## src/rtl/accum_dump_sequencer.sv

```systemverilog
// Wishbone read master that drains correlator results after each accumulation interrupt
// and streams every correlator word to the firmware-side buffer.
module accum_dump_sequencer #(
  parameter int NUM_CH      = 1,
  parameter int CH_STRIDE   = 16,
  parameter int ACK_TIMEOUT = 15
) (
  input  logic        clk,
  input  logic        hw_rstn,
  input  logic        enable,
  input  logic        accum_int,
  output logic [31:0] wb_adr_o,
  output logic        wb_cyc_o,
  output logic        wb_stb_o,
  output logic        wb_we_o,
  output logic [3:0]  wb_sel_o,
  input  logic [31:0] wb_dat_i,
  input  logic        wb_ack_i,
  output logic        out_valid,
  input  logic        out_ready,
  output logic [31:0] out_data,
  output logic [2:0]  out_ch,
  output logic [2:0]  out_idx,
  output logic        out_last,
  output logic        busy,
  output logic        done,
  output logic [1:0]  status_o,
  output logic        overrun,
  output logic        timeout_err
);

  // state   | meaning
  // IDLE    | waiting for an accum_int rising edge
  // RD_STAT | reading STATUS (clears the interrupt)
  // RD_NEW  | reading the NEW_DATA channel mask
  // SCAN    | picking the lowest channel still pending
  // RD_COR  | reading correlator word idx of channel cur_ch
  // PUSH    | offering the captured word on the stream
  // FIN     | one-cycle completion, done pulse
  typedef enum logic [2:0] {
    S_IDLE, S_RD_STAT, S_RD_NEW, S_SCAN, S_RD_COR, S_PUSH, S_FIN
  } state_t;

  localparam logic [3:0] TMO_LOAD = 4'(ACK_TIMEOUT - 1);

  state_t            state, state_nx;
  logic              int_q, trig;
  logic              gap, rd_state, req, ack_ok, tmo_hit;
  logic [3:0]        tmo_cnt;
  logic [NUM_CH-1:0] mask, cur_bit;
  logic [2:0]        cur_ch, idx, scan_ch;
  logic              scan_hit;
  logic [7:0]        word;

  assign trig     = accum_int & ~int_q & enable;
  assign rd_state = (state == S_RD_STAT) || (state == S_RD_NEW) || (state == S_RD_COR);
  // the cycle after an ack is a mandatory idle gap on the bus
  assign req      = rd_state & ~gap;
  assign ack_ok   = req & wb_ack_i;
  assign tmo_hit  = req & ~wb_ack_i & (tmo_cnt == 4'd0);

  always_comb begin
    scan_hit = 1'b0;
    scan_ch  = 3'd0;
    for (int i = NUM_CH - 1; i >= 0; i--) begin
      if (mask[i]) begin
        scan_hit = 1'b1;
        scan_ch  = 3'(i);
      end
    end
  end

  always_comb begin
    cur_bit = '0;
    for (int i = 0; i < NUM_CH; i++) cur_bit[i] = (cur_ch == 3'(i));
  end

  always_comb begin
    word = 8'h00;
    case (state)
      S_RD_STAT: word = 8'hE0;
      S_RD_NEW:  word = 8'hE1;
      S_RD_COR:  word = 8'(cur_ch) * 8'(CH_STRIDE) + 8'd4 + 8'(idx);
      default:   word = 8'h00;
    endcase
  end

  assign wb_adr_o  = {22'd0, word, 2'b00};
  assign wb_cyc_o  = req;
  assign wb_stb_o  = req;
  assign wb_we_o   = 1'b0;
  assign wb_sel_o  = 4'hF;
  assign out_valid = (state == S_PUSH);
  assign out_ch    = cur_ch;
  assign out_idx   = idx;
  assign out_last  = (state == S_PUSH) && (idx == 3'd5) && ((mask & ~cur_bit) == '0);
  assign busy      = (state != S_IDLE);
  assign done      = (state == S_FIN);

  always_comb begin
    state_nx = state;
    case (state)
      S_IDLE:    if (trig) state_nx = S_RD_STAT;
      S_RD_STAT: if (tmo_hit) state_nx = S_FIN; else if (gap) state_nx = S_RD_NEW;
      S_RD_NEW:  if (tmo_hit) state_nx = S_FIN; else if (gap) state_nx = S_SCAN;
      S_SCAN:    state_nx = scan_hit ? S_RD_COR : S_FIN;
      S_RD_COR:  if (tmo_hit) state_nx = S_FIN; else if (gap) state_nx = S_PUSH;
      S_PUSH:    if (out_ready) state_nx = (idx == 3'd5) ? S_SCAN : S_RD_COR;
      S_FIN:     state_nx = S_IDLE;
      default:   state_nx = S_IDLE;
    endcase
  end

  always_ff @(posedge clk or negedge hw_rstn) begin
    if (!hw_rstn) begin
      state       <= S_IDLE;
      int_q       <= 1'b0;
      gap         <= 1'b0;
      tmo_cnt     <= TMO_LOAD;
      mask        <= '0;
      cur_ch      <= 3'd0;
      idx         <= 3'd0;
      out_data    <= 32'd0;
      status_o    <= 2'd0;
      overrun     <= 1'b0;
      timeout_err <= 1'b0;
    end else begin
      state <= state_nx;
      int_q <= accum_int;
      gap   <= ack_ok;
      if (req && !wb_ack_i && !tmo_hit) tmo_cnt <= tmo_cnt - 4'd1;
      else                              tmo_cnt <= TMO_LOAD;
      if (tmo_hit) timeout_err <= 1'b1;
      if (trig && state != S_IDLE) overrun <= 1'b1;
      if (ack_ok) begin
        case (state)
          S_RD_STAT: status_o <= wb_dat_i[1:0];
          S_RD_NEW:  mask     <= wb_dat_i[NUM_CH-1:0];
          S_RD_COR:  out_data <= wb_dat_i;
          default:   ;
        endcase
      end
      if (state == S_SCAN && scan_hit) begin
        cur_ch <= scan_ch;
        idx    <= 3'd0;
      end
      if (state == S_PUSH && out_ready) begin
        if (idx == 3'd5) mask <= mask & ~cur_bit;
        else             idx  <= idx + 3'd1;
      end
    end
  end

endmodule

```

## config.mk

```make
export PLATFORM = sky130hd
export DESIGN_NAME = accum_dump_sequencer
export DESIGN_NICKNAME = d
export VERILOG_FILES = /design/src/rtl/accum_dump_sequencer.sv
export SDC_FILE = /design/constraint.sdc
export NUM_CORES = 1
export LEC_CHECK = 0
export CORE_MARGIN = 2
export CORE_UTILIZATION = 35
export DETAILED_ROUTE_END_ITERATION = 10
export HOLD_SLACK_MARGIN = 0.15
export PLACE_DENSITY = 0.84
export SETUP_SLACK_MARGIN = 0.2
export SYNTH_ARGS = -nofsm -noshare
export SYNTH_HDL_FRONTEND = slang
export SYNTH_SLANG_ARGS = --single-unit
```

## constraint.sdc

```tcl
create_clock -name clk -period 1.75 [get_ports clk]
set_input_delay 0.35 -clock clk [delete_from_list [all_inputs] [get_ports clk]]
set_output_delay 0.35 -clock clk [all_outputs]
set_load 0.03 [all_outputs]
```

* Yosys cells after proc, flatten, opt, wreduce, memory -nomap -nowiden
Cells that the tools add are included.
Word-level totals: register bits after elaboration 49, latch bits 0, RAM bits 0, bits in read-only memories 0, input bits 38, logic and storage cells 71, memories kept 0
Cells by class: add/sub/neg operators 3, $mul 0, divide/modulo/power cells 0, order comparisons 0, equal/unequal tests 12, shift-type cells 0, mux-type cells 21, bitwise operators 9, reduce and logical (&&, ||, !) cells 16
Operator list (number):
- 2-to-1 mux 3 bit | 12
- one-hot mux 8 bit (3 select lines) | 1
- one-hot mux 3 bit (6 select lines) | 1
- equality test 3 bit, second input constant | 4
- inequality test 3 bit, second input constant | 3
- bitwise AND 1 bit | 6
- equality test 3 x 2 -> 1 bit, second input constant | 2
- logical AND 1 bit | 6
- 2-to-1 mux 1 bit | 5
- AND reduction 5 bit | 1
- adder 3 x 3 -> 4 bit, first input constant | 1
- logical NOT 4 bit | 1
- 2-to-1 mux 4 bit | 1
- AND reduction 2 bit | 2
- subtractor 4 x 1 -> 4 bit, second input constant | 1
- adder 3 x 1 -> 3 bit, second input constant | 1
- equality test 3 x 1 -> 1 bit, second input constant | 1
- logical NOT 3 bit | 1
- NOT 1 bit | 3
- nonzero test 3 bit | 1
- logical NOT 1 bit | 2
- logical OR 1 bit | 2
- 2-to-1 mux 2 bit | 1
- inequality test 2 x 1 -> 1 bit, second input constant | 1
- inequality test 2 bit, second input constant | 1

* Longest topological paths before layout
word-level depth 9, gate-level depth with buffers 6, depth with buffers taken out 6

* Worst setup path before layout
No wires, ideal clock.
kind register to output, from register state[1], to output port wb_adr_o[3], arrival 1.384 ns, slack 0.016 ns, cell stages (with the launch flop) 4, path buffers 1, cells stage by stage dfrtp_1 buf_6 or2b_1 nor3_1
On the way: word-level cells in the longest chain between the ends 2, elaborated cells on any way between the ends 4, those cells by class eq/ne: 3; mux: 1
RTL lines:
- start, declared | line 46 | state_t state, state_nx;
- start signal, assigned | line 128 | state <= state_nx;
- equality test 3 bit (tied with other cells) | line 80 | case (state)
- one-hot mux 8 bit (3 select lines) * | line 80
- end, declared | line 12 | output logic [31:0] wb_adr_o,
Mark *: on every way between the ends. The rest lies on a longest branch, timed or not.

* Worst setup path after layout
from register state[0], to register out_data[18]
On the way: word-level cells in the longest chain between the ends 6, elaborated cells on any way between the ends 8, those cells by class eq/ne: 3; bitwise: 2; reduce/logical: 3
RTL lines:
- equality test 3 x 1 -> 1 bit or equality test 3 x 2 -> 1 bit (tied branches) | line 56 | assign rd_state = (state == S_RD_STAT) || (state == S_RD_NEW) || (state == S_RD_COR);
- logical OR 1 bit (2 in series) | line 56
- bitwise AND 1 bit | line 58 | assign req = rd_state & ~gap;
- bitwise AND 1 bit | line 59 | assign ack_ok = req & wb_ack_i;
- AND reduction 2 bit (no line) *
- end signal, assigned | line 139 | S_RD_COR: out_data <= wb_dat_i;
- end, declared | line 21 | output logic [31:0] out_data,
Marks and branches as above. A chain may end at the register's enable or synchronous reset.

==> impl_metrics.tcl <==
set metrics [dict create \
    status "complete, but fails checks" \
    violations "negative setup slack" \
    arrival_ns 2.01 \
    min-delay-start "timeout_err$_DFFE_PN0P_" \
    fin_cells 425 \
    ff2ff_path_depth 7 \
    wl_per_cell_um 13.84 \
    p_leak_uw 0.001773 \
    synthArstFlopShare_pct 100.0 \
    synth_area_per_cell_um2 12.22 \
    clockBufferDepth 2 \
    crit_type "reg -> reg" \
    dp_hpwl_mm 3.925 \
    drv_cap 0 \
    rsz0062_at_grt "true" \
    cts_tree "built" \
    min_to "timeout_err$_DFFE_PN0P_" \
    dieArea_um2 7958 \
    drtIter0Drc 32 \
    cts-htree-levels 2 \
    vias 1883 \
    grt_pass1_wl_mm 8.625 \
    start_kind "flop" \
    hold_class "reg -> reg" \
    clk_pin_slew_ns 0.09 \
    gp_congestion 0.7887 \
    coreArea_um2 7137 \
    netlist_instances 208 \
    r2r-start "state[0]$_DFFE_PN0P_" \
    dr.pass1.iters 4 \
    cts_root_buf "clkbuf_8" \
    num-nets-final 367 \
    layout-drive-gt1-share_pct 38.34 \
    syn2layout_area_growth_pct 51.55 \
    crit_required_ns 1.93 \
    synth_seq_cells 49 \
    hold_depth 1 \
    grt_usage_pct 14.28 \
    power_density_nw_per_um2 1915 \
    min_period_over_period_pct 104.7 \
    ant_nets 0 \
    cts_sinks 49 \
    finalSetupViolations 40 \
    ys_seq_area_share_pct 48.40 \
    endpoint_kind "flop" \
    die_h_um 89.21 \
    antenna-diode-count 0 \
    postLayoutCoreUtil_pct 53.96 \
    clock_latency_ns 0.29 \
    wirelength_mm 5.880 \
    slew_viol_final 0 \
    fin_crit_ns 1.831 \
    synth_ff_type "dfrtp_1" \
    critPathLaunch "state[0]$_DFFE_PN0P_" \
    port_buffers 89 \
    synth_cell_types 46 \
    finalClockSkew_ns 0.005545 \
    grt.overflow.total 0 \
    critPathMaxFanout 24 \
    layout_commonest_cell "dfrtp_1" \
    grt_pass1_vias 1890 \
    ff2ff_setup_slack_ns -0.08 \
    pin_count 123 \
    synth_enable_flop_cells 0 \
    post-route-drc-count 0 \
    holdWs_ns 0.4912 \
    hold_violations 0 \
    r2r_end "out_data[18]$_DFFE_PN0P_" \
    antenna_found_initial 0 \
    die_width_um 89.21 \
    final_cell_mix "dfrtp_1 (45), dlygate4sd2_1 (38), clkdlybuf4s50_1 (35), conb_1 (33), mux2_2 (27)" \
    tns_ns -1.933 \
    rows 31 \
    yosys_warnings 0 \
    vdd_ir_drop_max_mv 0.8205 \
    grt_max_degree 50 \
    setup_slack_ns -0.08143 \
    place_inst 396 \
    synthesis.area_um2 2541 \
    start_util_pct 35.61 \
    vias_per_cell 4.431 \
    cts_buffers 5 \
    max_freq_mhz 546.0 \
]
Yosys cell counts (2+ instances only):
master | n | area share [%]
dfrtp_1 | 46 | 45
buf_4 | 37 | 11
mux2_2 | 30 | 13
inv_1 | 9 | 1.3
buf_6 | 6 | 2.7
nand2_1 | 5 | 0.74
nand3_1 | 5 | 0.98
nor2_1 | 5 | 0.74
o21ai_0 | 5 | 0.98
ha_1 | 4 | 2.0
mux2_4 | 4 | 2.4
nor3_1 | 4 | 0.79
a21oi_1 | 3 | 0.59
and2_1 | 3 | 0.74
dfstp_2 | 3 | 3.1
nand3b_1 | 3 | 0.89
o21bai_1 | 3 | 0.89
xnor2_1 | 3 | 1.0
conb_1 | 2 | 0.30
nand2b_1 | 2 | 0.49
where the power goes:
| part | internal [µW] | switching (µW) | leakage [µW] | total [µW] |
|---|---|---|---|---|
| combinational | 2160 | 2590 | 0.00115 | 4750 |
| clock | 282 | 361 | 0.0000422 | 642 |
| sequential | 1660 | 327 | 0.000582 | 1980 |
per-stage QoR:
| stage | worst slack (ns) | power (µW) | cell area, µm² |
|---|---|---|---|
| 2_1_floorplan | 0.01621 | 4778 | 2678 |
| 3_3_place_gp | -0.1339 | 6144 | 3433 |
| 3_5_place_dp | -0.1937 | 6245 | 3433 |
| 4_1_cts | -0.08296 | 7107 | 3720 |
| 5_1_grt | -0.1252 | 7792 | 3851 |
| 6_report | -0.08143 | 7375 | 3851 |
state kept, by name, summed over array words and instances, names as in the netlist:
| register | flops |
|---|---|
| out_idx | 3 |
| state | 3 |
| out_data | 32 |
| mask | 1 |
| overrun | 1 |
| gap | 1 |
| timeout_err | 1 |
| status_o | 2 |
| tmo_cnt | 4 |
| int_q | 1 |
routing by layer:
metal | vias up | track usage [%] | share of wire [%]
li1 | 875 | - | -
met1 | 924 | 16.08 | 40
met2 | 80 | 25.45 | 53
met3 | 4 | 5.078 | 6.5
met4 | 0 | 4.071 | 0.90
met5 | - | 0 | 0
kinds of logic (layout without fill, tap and decap cells):
group           count (synthesis)  in the layout  synth area share, %
flops                          49             49                48.40
xor+xnor                        3              3                1.034
buf+inv                        53            140                15.46
mux                            35             35                16.05
compound gates                 23             23                6.598
simple gates                   38             38                9.799
other cells                     2             33               0.2955
fa+ha+maj                       5              5                2.363
worst max path at each step:
stage | slack, ns | endpoint
after floorplan | 0.02 | wb_adr_o[3]
after global placement | -0.13 | state[2]$_DFFE_PN0P_
after detailed placement | -0.19 | state[2]$_DFFE_PN0P_
after CTS | -0.08 | wb_adr_o[4]
after global routing | -0.13 | out_last
final | -0.08 | out_data[18]$_DFFE_PN0P_
what timing repair did:
| item | in CTS | in global routing |
|---|---|---|
| gates resized for setup | 80 | 26 |
| endpoints found under the setup margin | 91 | 58 |
| pin swaps | 11 | 11 |
| buffers inserted | 13 | 7 |
| hold buffers | 1 | 0 |
| hold endpoints to repair | 46 | 0 |
final cells by class:
type / count / area, µm²
timing repair buffer: 123 / 1182
fill: 621 / 3286
tap: 99 / 123.9
clock buffer: 7 / 76.32
sequential: 49 / 1231
inverter: 9 / 33.78
multi-input combinational: 137 / 1199
clock inverter: 1 / 5.005
worst max-delay path: stages, from the launching register on:
cell and delay (ns):
dfrtp_1 0.43, buf_6 0.16, nor3b_4 0.28, buf_4 0.16, buf_6 0.09, nand3_4 0.10, buf_12 0.20, mux2_4 0.30
Note: power is estimated with default switching activity, not from simulation.
